<file path="config.mk">
export PLATFORM = sky130hd
export DESIGN_NAME = sign_ext_window_accumulator
export DESIGN_NICKNAME = d
export VERILOG_FILES = /design/src/rtl/sign_ext_window_accumulator.sv
export SDC_FILE = /design/constraint.sdc
export NUM_CORES = 1
export LEC_CHECK = 0
export CELL_PAD_IN_SITES_DETAIL_PLACEMENT = 1
export CELL_PAD_IN_SITES_GLOBAL_PLACEMENT = 1
export CORE_UTILIZATION = 44
export CTS_CLUSTER_DIAMETER = 100
export DETAILED_ROUTE_END_ITERATION = 8
export PLACE_DENSITY = 0.88
export SLEW_MARGIN = 20
export SYNTH_ARGS = -nofsm -noshare
export SYNTH_HDL_FRONTEND = slang
export SYNTH_SLANG_ARGS = --single-unit
export TNS_END_PERCENT = 10
</file>
<file path="constraint.sdc">
create_clock -name clk -period 4.3 [get_ports clk]
set_input_delay 0.43 -clock clk [delete_from_list [all_inputs] [get_ports clk]]
set_output_delay 0.43 -clock clk [all_outputs]
set_load 0.01 [all_outputs]
</file>
<file path="src/rtl/sign_ext_window_accumulator.sv">
// ---------------------------------------------------------------------------
// sign_ext_window_accumulator
//
// Purpose:
//   Accepts signed 8-bit samples over a valid/ready handshake, sign-extends
//   each one to 32 bits, and sums WINDOW samples into a 32-bit two's-complement
//   result. The result is presented with its sample count on a registered
//   valid/ready output. A flush closes the open window early and emits the
//   partial sum. An empty window is never emitted.
//
// Ports:
//   clk        in   1   rising-edge clock
//   areset     in   1   asynchronous active-high reset
//   in         in   8   signed sample
//   in_valid   in   1   sample on `in` is valid
//   in_ready   out  1   sample can be accepted (= !out_valid || out_ready)
//   flush      in   1   close the open window at this edge
//   out        out  32  registered window sum
//   out_cnt    out  8   number of samples summed into `out`
//   out_valid  out  1   `out` / `out_cnt` are valid
//   out_ready  in   1   downstream accepts the result
// ---------------------------------------------------------------------------
module sign_ext_window_accumulator #(
    parameter int unsigned WINDOW = 4
) (
    input  logic        clk,
    input  logic        areset,
    input  logic [7:0]  in,
    input  logic        in_valid,
    output logic        in_ready,
    input  logic        flush,
    output logic [31:0] out,
    output logic [7:0]  out_cnt,
    output logic        out_valid,
    input  logic        out_ready
);

    localparam logic [7:0] WIN8 = 8'(WINDOW);

    typedef enum logic [0:0] {
        ST_ACCUM = 1'b0,
        ST_FULL  = 1'b1
    } state_t;

    function automatic logic [31:0] sext8(input logic [7:0] val);
        sext8 = {{24{val[7]}}, val};
    endfunction

    state_t      r_state;
    state_t      w_state_next;
    logic [31:0] r_acc;
    logic [7:0]  r_cnt;

    logic        w_accept;
    logic [31:0] w_ext;
    logic [31:0] w_sum_next;
    logic [7:0]  w_cnt_next;
    logic        w_close;

    // out_valid is the FULL state itself, so it is a pure register output.
    assign out_valid = (r_state == ST_FULL);

    // Ready depends only on the output register and downstream ready.
    assign in_ready  = !out_valid || out_ready;

    // Datapath next values, window-close decision and next-state logic.
    always_comb begin
        w_accept     = in_valid && in_ready;
        w_ext        = sext8(in);
        w_sum_next   = r_acc + (w_accept ? w_ext : 32'd0);
        w_cnt_next   = r_cnt + {7'd0, w_accept};
        // Flush counts only when something would be emitted; no empty results.
        w_close      = in_ready &&
                       ((w_accept && (w_cnt_next == WIN8)) ||
                        (flush && (w_cnt_next != 8'd0)));
        w_state_next = r_state;
        case (r_state)
            ST_ACCUM: begin
                if (w_close) begin
                    w_state_next = ST_FULL;
                end else begin
                    w_state_next = ST_ACCUM;
                end
            end
            ST_FULL: begin
                // A close while draining reloads the output and stays FULL.
                if (w_close) begin
                    w_state_next = ST_FULL;
                end else if (out_ready) begin
                    w_state_next = ST_ACCUM;
                end else begin
                    w_state_next = ST_FULL;
                end
            end
            default: begin
                w_state_next = ST_ACCUM;
            end
        endcase
    end

    // State register.
    always_ff @(posedge clk or posedge areset) begin
        if (areset) begin
            r_state <= ST_ACCUM;
        end else begin
            r_state <= w_state_next;
        end
    end

    // Accumulator and open-window sample count.
    always_ff @(posedge clk or posedge areset) begin
        if (areset) begin
            r_acc <= 32'd0;
            r_cnt <= 8'd0;
        end else if (w_close) begin
            r_acc <= 32'd0;
            r_cnt <= 8'd0;
        end else if (w_accept) begin
            r_acc <= w_sum_next;
            r_cnt <= w_cnt_next;
        end else begin
            r_acc <= r_acc;
            r_cnt <= r_cnt;
        end
    end

    // Output result registers, loaded only when a window closes.
    always_ff @(posedge clk or posedge areset) begin
        if (areset) begin
            out     <= 32'd0;
            out_cnt <= 8'd0;
        end else if (w_close) begin
            out     <= w_sum_next;
            out_cnt <= w_cnt_next;
        end else begin
            out     <= out;
            out_cnt <= out_cnt;
        end
    end

endmodule

</file>
==> impl_results.md <==
* Outcome: finished clean
* Final worst path period need at 3.84 ns
* Ys async rst share at 1.00
* Die width at 109 um
* Setup TNS Final at 0 ns
* Cell count after synthesis at 512
* Number of synthesis warnings at 0
* DR vias/cell at 6.12
* PwrDens at 756 nW/um2
* Crit-path max FO at 16
* # Max-Cap Violations at 0
* Max-slew headroom at 0.505
* Cts hold-fix bufs at 0
* Syn Area/Cell at 9.82 um2
* Sink Count at 81
* Nature of the critical path endpoint: flip-flop
* Cell Count, Final, Fillers Out at 698
* Register area share after synthesis at 0.403
* Vert. Die Dim at 109 um
* Startpoint types: input port
* CTS tree: done
* Port Buffers at 54
* Worst-skew pair later-pin latency at 0.34 ns
* Static leakage at 2.46 nW
* Cts bufs inserted at 9
* H-tree Lvls at 3
* Area grow syn2layout at 18.3%
* GR Overflow Total at 0
* Die ar. at 11,900 um2
* Setup violations, final at 0
* Slowest cell on crit path: o31ai_2
* ANT cells at 0
* Global-route wire length before repair at 24,300 um
* First-pass DRT Iterations at 5
* Worst Max-Slew Pin Slew at 0.741 ns
* CP required at 4.52 ns
* Maximum clock rate at 0.260 GHz
* Post-CTS Setup Bufs at 0
* HP Class: flip-flop to flip-flop
* Gr usage total at 0.272
* Final WL at 14,900 um
* Post-DP HPWL at 10,700 um
* Vias in the first global route at 4,536
* Vias at 4,271
* # rows at 38
* Yosys cell types at 69
* Clock Skew at 0.00491 ns
* Bufs on Longest Clock Path at 2
* Largest stage delay, worst path at 0.49 ns
* Worst path cell trace: clkdlybuf4s50_1 -> nor2b_2 -> inv_2 -> and3_1 -> ha_1 -> fa_1 -> a211oi_2 -> nor2_1 -> o31ai_2 -> o31a_1 -> a32oi_2 -> xnor2_1 -> mux2_2
* Top_reg_cell synth: dfrtp_1
* Drt wl/cell at 21.4 um
* Antenna Nets Post-Route at 0
* First-iteration detailed-routing DRC count at 262
* Worst-path clk slew at 0.06 ns
* Unrepaired setup endpoints after global routing: no
* Final period util at 0.894
* Largest net degree at the start of global routing at 42
* CTS resizes at 0
* Layout cells sized above 1 at 0.167
* WS Path Type: input port to flip-flop
* Ports at 55
* Initial antenna violation count at 0
* Fin. Hold Viols at 0
* Gpl congestion at 0.940
* Fin. max-slew vios at 0
* Placed insts at 682
* Worst vdd ir at 0.317 mV
* DRC at 0
* Core Box Area at 11,000 um2
* Final nets at 576
* Register bit total from synthesis at 81
* Post-synth EDFFs at 0
* Clock root cell: clkbuf_16
* Initial Util at 0.458
* Synth Net Count at 535
* Crit path arrival time at 4.06 ns
* Cell Area, Synth at 5030 um2
cell usage in the layout, fill, tap and decap left out, types with 11 or more instances in the layout:
cell              n
clkdlybuf4s50_1  54
xnor2_1          31
dfrtp_1          81
a22o_1           19
nor3_1           20
nand3_1          18
inv_1            19
nand2_1          25
mux2_2           37
nor2_1           27
a21oi_1          25
or3_1            20
and3_1           11
o21ai_0          22
Yosys cell counts, drive strengths merged, types with 4 or more instances:
| cell | count | share of area |
|---|---|---|
| nand2 | 26 | 0.020 |
| nor2 | 27 | 0.020 |
| mux2 | 37 | 0.083 |
| ha | 9 | 0.022 |
| o21ba | 5 | 0.010 |
| clkbuf | 11 | 0.0087 |
| xor2 | 7 | 0.012 |
| dfrtp | 81 | 0.40 |
| and3 | 11 | 0.014 |
| nor4 | 10 | 0.012 |
| a21oi | 27 | 0.030 |
| o21ai | 28 | 0.029 |
| nor3 | 23 | 0.026 |
| a21o | 4 | 0.0060 |
| or3 | 20 | 0.025 |
| nand4 | 10 | 0.012 |
| o211ai | 4 | 0.0070 |
| nand3 | 20 | 0.022 |
| a211oi | 4 | 0.0070 |
| xnor2 | 31 | 0.054 |
| nor2b | 4 | 0.0055 |
| a22o | 19 | 0.033 |
| a31oi | 7 | 0.010 |
| o22ai | 6 | 0.0075 |
| inv | 21 | 0.016 |
| buf | 24 | 0.032 |
routing by layer:
layer	global-route usage	routed length [um]	share of wire	up-vias
li1	-	-	-	1962
met1	0.359	6500	0.44	2133
met2	0.451	7450	0.50	144
met3	0.0311	574	0.039	32
met4	0.114	379	0.025	0
met5	0	0	0	-
flip-flops by register name (all words and copies together), names as in the netlist:
signal,cells
out_valid,1
out,32
r_acc,32
out_cnt,8
r_cnt,8
layout make-up:
type | count | area (um2)
clock buffer | 13 | 260
clock inverter | 3 | 15.0
fill | 1202 | 5030
inverter | 21 | 80.1
multi-input combinational | 375 | 2720
sequential | 81 | 2030
tap | 140 | 175
timing repair buffer | 65 | 673
worst paths after layout:
check,startpoint,end,cells after the start,slack [ns]
max in group asynchronous,areset,out[13],3,2.77
worst min register to register,out[4],out[4],1,0.50
worst min-delay path,out[4],out[4],1,0.50
worst max-delay path,out_ready,out[30],13,0.46
worst max register to register,out_valid,out[30],12,0.59
min in group asynchronous,areset,r_acc[2],2,0.52
critical path: cells and delay by family:
kind,cells,cell delay [ns]
AO/OA/AOI/OAI,4,1.23
adder cells (fa/ha/maj),2,0.67
AND/OR/NAND/NOR,3,0.65
buffers and inverters,2,0.61
multiplexers,1,0.28
XOR/XNOR,1,0.18
report_power, final:
part	switching, mW	total [mW]	internal [mW]
combinational	1.33	2.43	1.10
sequential	0.325	1.34	1.02
clock	0.303	0.724	0.420
total	1.95	4.50	2.54
per-stage QoR:
| stage | hold WS (ns) | power, mW | setup slack, ns | cell area (um2) | util |
|---|---|---|---|---|---|
| 2_1_floorplan | 0.468 | 2.97 | 0.934 | 5030 | - |
| 3_3_place_gp | 0.489 | 3.65 | 0.288 | 5670 | 0.517 |
| 3_5_place_dp | 0.495 | 3.75 | 0.172 | 5670 | 0.517 |
| 4_1_cts | 0.509 | 4.51 | 0.502 | 5950 | 0.542 |
| 5_1_grt | 0.519 | 4.79 | 0.199 | 5950 | 0.542 |
| 6_report | 0.504 | 4.50 | 0.455 | 5950 | 0.542 |
logic make-up (layout without fill, tap and decap cells):
group,after synthesis,count (layout),synth area share
XOR/XNOR,38,38,0.0662
buffers and inverters,56,102,0.0560
AO/OA/AOI/OAI,125,125,0.184
adder cells (fa/ha/maj),10,10,0.0264
AND/OR/NAND/NOR,162,162,0.176
flip-flops,81,81,0.403
multiplexers,40,40,0.0889
No activity file was read; power rests on OpenSTA's default activity.
